File: src/rtl/alu_result_fifo_if.sv
// Valid/ready handshake bundle between the ALU, the result FIFO and its consumer.
// The FIFO uses the slave modport; the producer/consumer side uses master.
interface alu_result_fifo_if #(
  parameter int WIDTH = 8
);
  logic             in_valid;
  logic             in_ready;
  logic [WIDTH-1:0] in_y;
  logic             in_carry;
  logic [2:0]       in_op;
  logic             out_valid;
  logic             out_ready;
  logic [WIDTH-1:0] out_y;
  logic             out_carry;
  logic             out_zero;
  logic             out_neg;
  logic [2:0]       out_op;

  modport master (
    output in_valid, in_y, in_carry, in_op, out_ready,
    input  in_ready, out_valid, out_y, out_carry, out_zero, out_neg, out_op
  );

  modport slave (
    input  in_valid, in_y, in_carry, in_op, out_ready,
    output in_ready, out_valid, out_y, out_carry, out_zero, out_neg, out_op
  );
endinterface

File: src/rtl/alu_result_fifo.sv
// Result FIFO behind the 8-bit ALU: stores {op, carry, neg, zero, y} per entry.
// Optional statistics counters are enabled by defining ALU_RESULT_STATS_EN.
module alu_result_fifo #(
  parameter int WIDTH = 8,
  parameter int DEPTH = 4
) (
  input  logic                     clk,
  input  logic                     rst_n,
  alu_result_fifo_if.slave         bus,
  output logic [$clog2(DEPTH):0]   count,
  output logic                     op_err
`ifdef ALU_RESULT_STATS_EN
  ,
  output logic [15:0]              carry_cnt,
  output logic [15:0]              result_cnt
`endif
);

  localparam int AW = $clog2(DEPTH);
  localparam int CW = AW + 1;

  typedef struct packed {
    logic [2:0]       op;
    logic             carry;
    logic             neg;
    logic             zero;
    logic [WIDTH-1:0] y;
  } entry_t;

  entry_t        mem [DEPTH];
  logic [AW-1:0] wr_ptr;
  logic [AW-1:0] rd_ptr;
  logic          push;
  logic          pop;
  entry_t        head;
  entry_t        new_entry;

  // Flow control depends only on registered count, so out_ready never reaches in_ready.
  assign bus.in_ready  = (count != CW'(DEPTH));
  assign bus.out_valid = (count != '0);
  assign push          = bus.in_valid && bus.in_ready;
  assign pop           = bus.out_valid && bus.out_ready;

  assign new_entry.op    = bus.in_op;
  assign new_entry.carry = bus.in_carry;
  assign new_entry.neg   = bus.in_y[WIDTH-1];
  assign new_entry.zero  = (bus.in_y == '0);
  assign new_entry.y     = bus.in_y;

  assign head          = mem[rd_ptr];
  assign bus.out_y     = head.y;
  assign bus.out_carry = head.carry;
  assign bus.out_zero  = head.zero;
  assign bus.out_neg   = head.neg;
  assign bus.out_op    = head.op;

  // Storage is deliberately not reset; writes are suppressed during reset.
  always_ff @(posedge clk) begin
    if (rst_n && push) begin
      mem[wr_ptr] <= new_entry;
    end
  end

  always_ff @(posedge clk) begin
    if (!rst_n) begin
      wr_ptr <= '0;
      rd_ptr <= '0;
      count  <= '0;
      op_err <= 1'b0;
    end else begin
      if (push) begin
        wr_ptr <= wr_ptr + 1'b1;
      end
      if (pop) begin
        rd_ptr <= rd_ptr + 1'b1;
      end
      case ({push, pop})
        2'b10:   count <= count + 1'b1;
        2'b01:   count <= count - 1'b1;
        default: count <= count;
      endcase
      if (push && (bus.in_op >= 3'd5)) begin
        op_err <= 1'b1;
      end
    end
  end

`ifdef ALU_RESULT_STATS_EN
  // Both counters saturate instead of wrapping.
  always_ff @(posedge clk) begin
    if (!rst_n) begin
      carry_cnt  <= '0;
      result_cnt <= '0;
    end else if (push) begin
      if (result_cnt != 16'hFFFF) begin
        result_cnt <= result_cnt + 16'd1;
      end
      if (bus.in_carry && (carry_cnt != 16'hFFFF)) begin
        carry_cnt <= carry_cnt + 16'd1;
      end
    end
  end
`endif

endmodule

File: src/flat_wrapper.sv
// flat-port wrapper written by rule: the top's interface ports become plain ports
module alu_result_fifo_flat 
#(
  parameter int WIDTH = 8,
  parameter int DEPTH = 4
)
  (clk, rst_n, count, op_err, bus_in_valid, bus_in_y, bus_in_carry, bus_in_op, bus_out_ready, bus_in_ready, bus_out_valid, bus_out_y, bus_out_carry, bus_out_zero, bus_out_neg, bus_out_op);
  alu_result_fifo_if #(.WIDTH(WIDTH)) bus_i ();
  input  logic clk;
  input  logic rst_n;
  output logic [$clog2(DEPTH):0] count;
  output logic op_err;
  input wire logic [$bits(bus_i.in_valid)-1:0] bus_in_valid;
  input wire logic [$bits(bus_i.in_y)-1:0] bus_in_y;
  input wire logic [$bits(bus_i.in_carry)-1:0] bus_in_carry;
  input wire logic [$bits(bus_i.in_op)-1:0] bus_in_op;
  input wire logic [$bits(bus_i.out_ready)-1:0] bus_out_ready;
  output wire logic [$bits(bus_i.in_ready)-1:0] bus_in_ready;
  output wire logic [$bits(bus_i.out_valid)-1:0] bus_out_valid;
  output wire logic [$bits(bus_i.out_y)-1:0] bus_out_y;
  output wire logic [$bits(bus_i.out_carry)-1:0] bus_out_carry;
  output wire logic [$bits(bus_i.out_zero)-1:0] bus_out_zero;
  output wire logic [$bits(bus_i.out_neg)-1:0] bus_out_neg;
  output wire logic [$bits(bus_i.out_op)-1:0] bus_out_op;
  assign bus_i.in_valid = bus_in_valid;
  assign bus_i.in_y = bus_in_y;
  assign bus_i.in_carry = bus_in_carry;
  assign bus_i.in_op = bus_in_op;
  assign bus_i.out_ready = bus_out_ready;
  assign bus_in_ready = bus_i.in_ready;
  assign bus_out_valid = bus_i.out_valid;
  assign bus_out_y = bus_i.out_y;
  assign bus_out_carry = bus_i.out_carry;
  assign bus_out_zero = bus_i.out_zero;
  assign bus_out_neg = bus_i.out_neg;
  assign bus_out_op = bus_i.out_op;
  alu_result_fifo #(.WIDTH(WIDTH), .DEPTH(DEPTH)) u_core (.clk(clk), .rst_n(rst_n), .bus(bus_i), .count(count), .op_err(op_err));
endmodule
File: config.mk
export PLATFORM = sky130hd
export DESIGN_NAME = alu_result_fifo_flat
export DESIGN_NICKNAME = d
export VERILOG_FILES = /design/src/rtl/alu_result_fifo_if.sv /design/src/rtl/alu_result_fifo.sv /design/src/flat_wrapper.sv
export SDC_FILE = /design/constraint.sdc
export NUM_CORES = 1
export LEC_CHECK = 0
export BUFFER_PORTS_ARGS = -buffer_cell sky130_fd_sc_hd__buf_2
export CAP_MARGIN = 5
export CORE_UTILIZATION = 55
export CTS_CLUSTER_SIZE = 20
export DETAILED_ROUTE_END_ITERATION = 6
export PLACE_DENSITY = 0.77
export SLEW_MARGIN = 5
export SYNTH_ARGS = -nofsm -noshare
export SYNTH_HDL_FRONTEND = slang
export SYNTH_SLANG_ARGS = --single-unit
File: constraint.sdc
create_clock -name clk -period 3.1 [get_ports clk]
set_input_delay 0.31 -clock clk [delete_from_list [all_inputs] [get_ports clk]]
set_output_delay 0.31 -clock clk [all_outputs]
set_load 0.01 [all_outputs]
==> results.py, run 1 <==
metrics = {
    "route": {
        "routedWlPerCell_um": 18.07,
        "vias": 1237,
        "routed_wl_mm": 4.047,
        "via_per_inst": 5.522,
        "remaining_drc_errors": 0,
        "drtAntennaViolNets": 0,
        "drt_iter0_drc": 133,
        "drt_pre_antenna_iters": 4,
    },
    "finish": {
        "layoutNonFillerInstCount": 224,
        "n_antenna_cell": 0,
        "fillCellCount": 285,
        "area_growth_pct": 16.12,
        "final_nets": 191,
        "drive_gt1_share_pct": 38.51,
        "final_util_pct": 68.56,
    },
    "sta": {
        "relSlewSlack_pct": 51.68,
        "setup_viol": 0,
        "hold_violations": 0,
        "worst_slew_pin_slew_ns": 0.7249,
        "tns_ns": 0,
        "holdWs_ns": 0.2030,
        "skew_ns": 0.004723,
        "fin_crit_sh_pct": 81.19,
        "period_minus_slack_ns": 2.517,
        "slew_violations": 0,
        "rsz0062_at_grt": "no",
        "max_freq_ghz": 0.3973,
    },
    "clock_tree": {
        "postCtsHoldBufs": 0,
        "clock_path_buffers": 2,
        "cts.reportedPaths.clkPinSlew_ns": 0.07,
        "post_cts_buffers": 0,
        "insertion_delay_ns": 0.33,
        "numCtsBuffers": 9,
        "cts_tree": "built",
        "cts_resized": 0,
        "cts_max_level": 3,
        "cts.sinks": 62,
        "clockRootBuffer": "clkbuf_8",
    },
    "logic_synthesis": {
        "synthAdderAreaFrac_pct": 3.399,
        "yosys.area_share.simple_pct": 5.458,
        "synth.largest_area_cell": "edfxtp_1",
        "syn-cell-area_mm2": 0.002430,
        "synth_top_area_share_pct": 64.26,
        "synth_compound_area_share_pct": 2.008,
        "ys_ff_latch": 62,
        "postSynthNetCount": 149,
        "ys_types": 26,
        "netlist_instances": 127,
        "synthXorXnorAreaFrac_pct": 1.442,
        "yosys_warnings": 0,
        "yosysSeqAreaShare_pct": 72.50,
        "synth_mux_area_share_pct": 12.87,
        "avgSynthCellArea_um2": 19.13,
        "synth_area_leaders": "edfxtp_1 64%, mux4_2 12%, dfxtp_1 8.2%",
        "synth_top_family_by_area": "multiplexers",
    },
    "critical_path": {
        "path_buf_inv": 2,
        "rrSetupSlack_ns": 0.58,
        "max_stage_delay_ns": 0.42,
        "critPathTopFamily": "simple AND/OR/NAND/NOR gates",
        "path_common_cell": "inv_1",
        "slowest_stage": "dfxtp_1",
        "cp.required_ns": 3.36,
        "path_cells": "or3b_4, and2_4, inv_1, ha_1, inv_1, fa_1, xor2_1, or3_2, a21boi_0",
        "r2r_end": "u_core.count[2]$_SDFFE_PN0P_",
        "cp-start-kind": "flop",
        "endpoint_kind": "flop",
        "path_class": "reg -> reg",
        "cp.arrival_ns": 2.77,
        "reg2reg_from": "u_core.count[2]$_SDFFE_PN0P_",
        "crit_fanout": 7,
        "r2r_cells": 9,
    },
    "worst_hold_path": {
        "holdPathStages": 1,
        "min_path_type": "in -> reg",
        "min_from": "bus_in_carry",
        "holdPathEnd": "u_core.mem[2][10]$_DFFE_PP_",
    },
    "die": {
        "die_width_um": 68.47,
        "initial_core_util_pct": 59.05,
        "core-area_mm2": 0.004115,
        "io_pins": 36,
        "rows": 23,
        "die-area_mm2": 0.004687,
        "die_h_um": 68.47,
    },
    "power": {
        "powerDensity_mw_per_mm2": 791.8,
        "power.leakage_uw": 0.001015,
        "ir_worst_vdd_mv": 0.5117,
    },
    "grt": {
        "grt_pass1_wl_mm": 6.203,
        "use_met2_pct": 31.86,
        "grt-busiest-layer": "met2",
        "met3_usage_pct": 5.167,
        "grt_util_met1_pct": 24.83,
        "overflow": 0,
        "grt_usage_pct": 19.97,
        "first_global_vias": 1307,
        "grt_max_degree": 17,
        "antenna_found_initial": 0,
    },
    "placed_design": {
        "hpwlAfterDp_mm": 2.673,
        "io_buffers": 35,
        "place_inst": 208,
        "gp_congestion": 0.6614,
    },
    "status": {
        "status": "complete, no violations",
    },
    "job": {
        "drv_cap": 0,
    },
}
## per-layer routing
| metal | up-vias | wire length (um) |
|---|---|---|
| met4 | 0 | 64 |
| met1 | 629 | 1746 |
| met2 | 27 | 2123 |
| li1 | 575 | - |
| met3 | 6 | 112 |
| met5 | - | 0 |
## worst reg2reg max path, stage by stage (launching register included)
cell and delay [ns]:
dfxtp_1 0.42, or3b_4 0.41, and2_4 0.19, inv_1 0.07
ha_1 0.18, inv_1 0.06, fa_1 0.38, xor2_1 0.17
or3_2 0.41, a21boi_0 0.16
## synthesized netlist by cell type
cell      instances
nor2_1            1
or3_2             2
or4_1             2
mux2i_1           2
clkbuf_1          2
inv_1             6
buf_6             1
edfxtp_1         52
mux4_2           13
ha_1              5
and2_4            1
fa_1              1
o21ai_0           3
and3_1            4
and2_1            3
o31a_2            1
nor2b_1           2
o311ai_0          1
buf_4             2
a21boi_0          1
nand2_1           6
xnor2_1           3
or3b_4            1
o211ai_1          1
dfxtp_1          10
xor2_1            1
## registers in the layout (all words and copies together), names as in the netlist, named ones only
register,cells
u_core.count,3
u_core.wr_ptr,2
u_core.op_err,1
u_core.rd_ptr,2
u_core.mem,52
## worst max-delay path by stage
stage | start | to | slack, ns | cells past startpoint
floorplan | u_core.count[2]$_SDFFE_PN0P_ | u_core.count[2]$_SDFFE_PN0P_ | 0.59 | 10
global placement | u_core.count[2]$_SDFFE_PN0P_ | u_core.count[2]$_SDFFE_PN0P_ | 0.73 | 9
detailed placement | u_core.count[2]$_SDFFE_PN0P_ | u_core.count[2]$_SDFFE_PN0P_ | 0.62 | 9
CTS | u_core.count[2]$_SDFFE_PN0P_ | u_core.count[2]$_SDFFE_PN0P_ | 0.59 | 9
global route | u_core.count[2]$_SDFFE_PN0P_ | u_core.count[2]$_SDFFE_PN0P_ | 0.46 | 9
finish | u_core.count[2]$_SDFFE_PN0P_ | u_core.count[2]$_SDFFE_PN0P_ | 0.58 | 9
## cells in the final DEF, fill, tap and decap left out, types with 2 or more instances in the layout
cell,n
clkinv_2,3
o21ai_0,3
nand2_1,6
nor2b_1,2
or3_2,2
clkbuf_8,9
inv_1,6
dfxtp_1,10
xnor2_1,3
mux2i_1,2
mux4_2,13
and2_1,3
or4_1,2
buf_2,35
edfxtp_1,52
ha_1,5
and3_1,4
clkinv_1,2
## layout make-up
| cell class | count | area, um^2 | share of cell area, % |
|---|---|---|---|
| well taps | 50 | 62.56 | 2.217 |
| clock inverters | 6 | 52.55 | 1.863 |
| repair buffers | 36 | 182.7 | 6.474 |
| flip-flops and latches | 62 | 1762 | 62.44 |
| inverters | 6 | 22.52 | 0.7982 |
| multi-input cells | 54 | 611.8 | 21.69 |
| clock buffers | 10 | 127.6 | 4.523 |
## cell families (layout without fill, tap and decap cells)
| group | Yosys count | count (layout) |
|---|---|---|
| multiplexers | 15 | 15 |
| AO/OA/AOI/OAI | 7 | 7 |
| flip-flops | 62 | 62 |
| XOR/XNOR | 4 | 4 |
| buffers and inverters | 11 | 58 |
| AND/OR/NAND/NOR | 22 | 22 |
| adder cells (fa/ha/maj) | 6 | 6 |
## power breakdown
| group | leakage [uW] | switching (uW) | internal [uW] |
|---|---|---|---|
| Sequential | 0.000558 | 77.4 | 979 |
| Combinational | 0.000363 | 246 | 278 |
| Clock | 0.0000949 | 292 | 362 |
## metrics by stage
step                worst slack, ns  area [um^2]  power (uW)
global placement             0.7338         2641        1575
finish                       0.5830         2821        2234
global route                 0.4609         2821        2344
floorplan                    0.5888         2430        1430
detailed placement           0.6163         2641        1607
CTS                          0.5865         2821        2253
Note: power is estimated with default switching activity, not from simulation.
==> run 2: changes to the inputs <==
Settings changed: ABC_AREA from default to 1, CORE_UTILIZATION 55 to 56, PLACE_DENSITY 0.77 to 0.78.
Clock period 3.1 ns to 2.45 ns, I/O delays scaled along.
==> run 2 against run 1 <==
  * Die area rose by 3.8%
  * Register-to-register slack better by 0.02 ns
  * Clock power increased by 49%
  * Worst hold slack lost 0.069 ns
  * Clock skew hardly changed
  * Sequential cell count stayed put
  * Largest power group unchanged
  * Count of clock-buffer cells in the layout stayed put
  * Critical path depth increased by 3
==> results.py, run 2 <==
metrics = {
    "route": {
        "routedWlPerCell_um": 14.50,
        "drt_pre_antenna_iters": 4,
        "routed_wl_mm": 4.423,
        "via_per_inst": 5.246,
        "remaining_drc_errors": 0,
        "drt_iter0_drc": 93,
        "vias": 1600,
        "drtAntennaViolNets": 0,
    },
    "logic_synthesis": {
        "yosys.cell_count.top_type": "edfxtp_1",
        "ys_ff_latch": 62,
        "synth_commonest_cells": "52 x edfxtp_1, 38 x nor2_1, 23 x o21ai_0",
        "yosys_warnings": 0,
        "async_flop_share_pct": 0,
        "ys_types": 25,
        "yosysSeqAreaShare_pct": 68.55,
        "synth_edf_count": 52,
        "synth_top_area_share_pct": 60.76,
        "synth_area_leaders": "edfxtp_1 61%, dfxtp_1 7.8%, nor2_1 5.6%",
        "postSynthNetCount": 228,
        "ys.flop_type": "edfxtp_1",
        "netlist_instances": 206,
        "synth.largest_area_cell": "edfxtp_1",
        "avgSynthCellArea_um2": 12.48,
        "syn-cell-area_mm2": 0.002570,
    },
    "die": {
        "io_pins": 36,
        "core-area_mm2": 0.004384,
        "rows": 24,
        "die_h_um": 69.75,
        "die_width_um": 69.75,
        "die-area_mm2": 0.004864,
        "initial_core_util_pct": 58.62,
    },
    "sta": {
        "tns_ns": 0,
        "relSlewSlack_pct": 68.58,
        "hold_violations": 0,
        "skew_ns": 0.004448,
        "setup_viol": 0,
        "worst_slew_pin_slew_ns": 0.4706,
        "max_freq_ghz": 0.5418,
        "slew_violations": 0,
        "rsz0062_at_grt": "no",
        "period_minus_slack_ns": 1.846,
        "fin_crit_sh_pct": 75.34,
    },
    "status": {
        "status": "complete, no violations",
    },
    "job": {
        "drv_cap": 0,
    },
    "clock_tree": {
        "cts.sinks": 62,
        "insertion_delay_ns": 0.33,
        "postCtsHoldBufs": 0,
        "numCtsBuffers": 9,
        "clock_path_buffers": 2,
        "clockRootBuffer": "clkbuf_8",
        "cts.reportedPaths.clkPinSlew_ns": 0.07,
        "cts_max_level": 3,
        "post_cts_buffers": 0,
        "cts_tree": "built",
        "cts_resized": 0,
    },
    "power": {
        "power_uw": 2998,
        "powerDensity_mw_per_mm2": 1006,
        "ir_worst_vdd_mv": 0.6075,
        "power.leakage_uw": 0.001133,
    },
    "grt": {
        "antenna_found_initial": 0,
        "grt_max_degree": 28,
        "grt_pass1_wl_mm": 7.362,
        "overflow": 0,
        "grt_usage_pct": 20.66,
        "first_global_vias": 1530,
    },
    "critical_path": {
        "cp-start-kind": "flop",
        "reg2reg_from": "u_core.count[2]$_SDFFE_PN0P_",
        "cp.arrival_ns": 2.08,
        "crit_fanout": 6,
        "worstSetupEndpoint": "u_core.count[2]$_SDFFE_PN0P_",
        "endpoint_kind": "flop",
        "cp.required_ns": 2.68,
        "rrSetupSlack_ns": 0.60,
        "r2r_cells": 12,
        "worstSetupStartpoint": "u_core.count[2]$_SDFFE_PN0P_",
        "path_class": "reg -> reg",
        "r2r_end": "u_core.count[2]$_SDFFE_PN0P_",
    },
    "finish": {
        "largest_register_ffs": 52,
        "area_growth_pct": 15.92,
        "reg.largest.list": "u_core.mem: 52 flops, u_core.count: 3 flops",
        "layout_commonest_cell": "edfxtp_1",
        "fillCellCount": 324,
        "drive_gt1_share_pct": 26.48,
        "n_antenna_cell": 0,
        "largest-register": "u_core.mem",
        "layoutNonFillerInstCount": 305,
        "final-seq-area_mm2": 0.001762,
        "final_nets": 270,
        "multi_input_area_um2": 649.4,
        "final_cell_mix": "52 x edfxtp_1, 38 x nor2_1, 35 x buf_2",
    },
    "placed_design": {
        "gp_congestion": 0.7498,
        "place_inst": 289,
        "io_buffers": 35,
        "hpwlAfterDp_mm": 2.791,
    },
    "worst_hold_path": {
        "min_path_type": "in -> reg",
    },
}
==> run 2: changes by cell type after synthesis, moves of 4 or more <==
cell and change:
nor2_1 +37, o21ai_0 +20, mux4_2 -13, o22ai_1 +13, nand2_1 +8, a21oi_1 +6, inv_1 +6, o21ai_1 +6
and3_1 -4
==> run 2: cell families after synthesis <==
kind of cell | after synthesis | synth area share [%]
AO/OA/AOI/OAI | 49 | 10.32
AND/OR/NAND/NOR | 64 | 11.73
buffers and inverters | 25 | 6.183
flip-flops | 62 | 68.55
adder cells (fa/ha/maj) | 6 | 3.213
==> run 2: metal layers <==
metal / global-route usage, % / up-vias / wire, um
li1: - / 811 / -
met2: 31.18 / 31 / 2155
met5: 0 / - / 0
met3: 6.250 / 10 / 179
met1: 27.81 / 748 / 2005
met4: 9.333 / 0 / 83
==> run 2: cell type report <==
cell class,instances,share of cell area (%)
clock inverters,6,2.856
clock buffers,10,4.620
inverters,16,2.268
multi-input cells,119,21.80
well taps,52,2.184
repair buffers,40,7.140
flip-flops and latches,62,59.13
==> run 2: worst min-delay path by stage <==
stage	startpoint	to	slack [ns]	depth (start not counted)
final	bus_in_carry	u_core.mem[3][10]$_DFFE_PP_	0.13	1
after CTS	bus_in_carry	u_core.mem[2][10]$_DFFE_PP_	0.12	1
after global placement	u_core.op_err$_SDFFE_PN0P_	u_core.op_err$_SDFFE_PN0P_	0.45	2
after floorplan	bus_in_y[0]	u_core.mem[0][0]$_DFFE_PP_	0.34	0
after detailed placement	u_core.op_err$_SDFFE_PN0P_	u_core.op_err$_SDFFE_PN0P_	0.47	2
after global routing	bus_in_op[0]	u_core.mem[0][11]$_DFFE_PP_	0.13	1
==> run 2: through the flow <==
stage / util, % / hold slack, ns / setup slack [ns] / area (um^2)
floorplan: - / 0.3439 / 0.6906 / 2570
global placement: 62.87 / 0.4541 / 0.7362 / 2756
detailed placement: 62.87 / 0.4685 / 0.6277 / 2756
CTS: 67.95 / 0.1228 / 0.5870 / 2979
global route: 67.95 / 0.1333 / 0.4755 / 2979
finish: 67.95 / 0.1337 / 0.6042 / 2979
==> run 2: critical path, stage by stage, from the launching register on <==
cell     delay (ns)
dfxtp_1        0.41
inv_1          0.12
nand3_4        0.12
and2_1         0.13
ha_1           0.17
inv_1          0.07
fa_1           0.39
inv_1          0.07
nand2_1        0.06
nand3_1        0.07
nand2_1        0.05
inv_1          0.05
nor2_1         0.04
==> run 2: power by group <==
part           internal [uW]  total [uW]  switching [uW]  leakage (uW)
combinational            270         741             471      0.000471
clock                    596         973             377      0.000108
sequential              1230        1280            53.4      0.000554
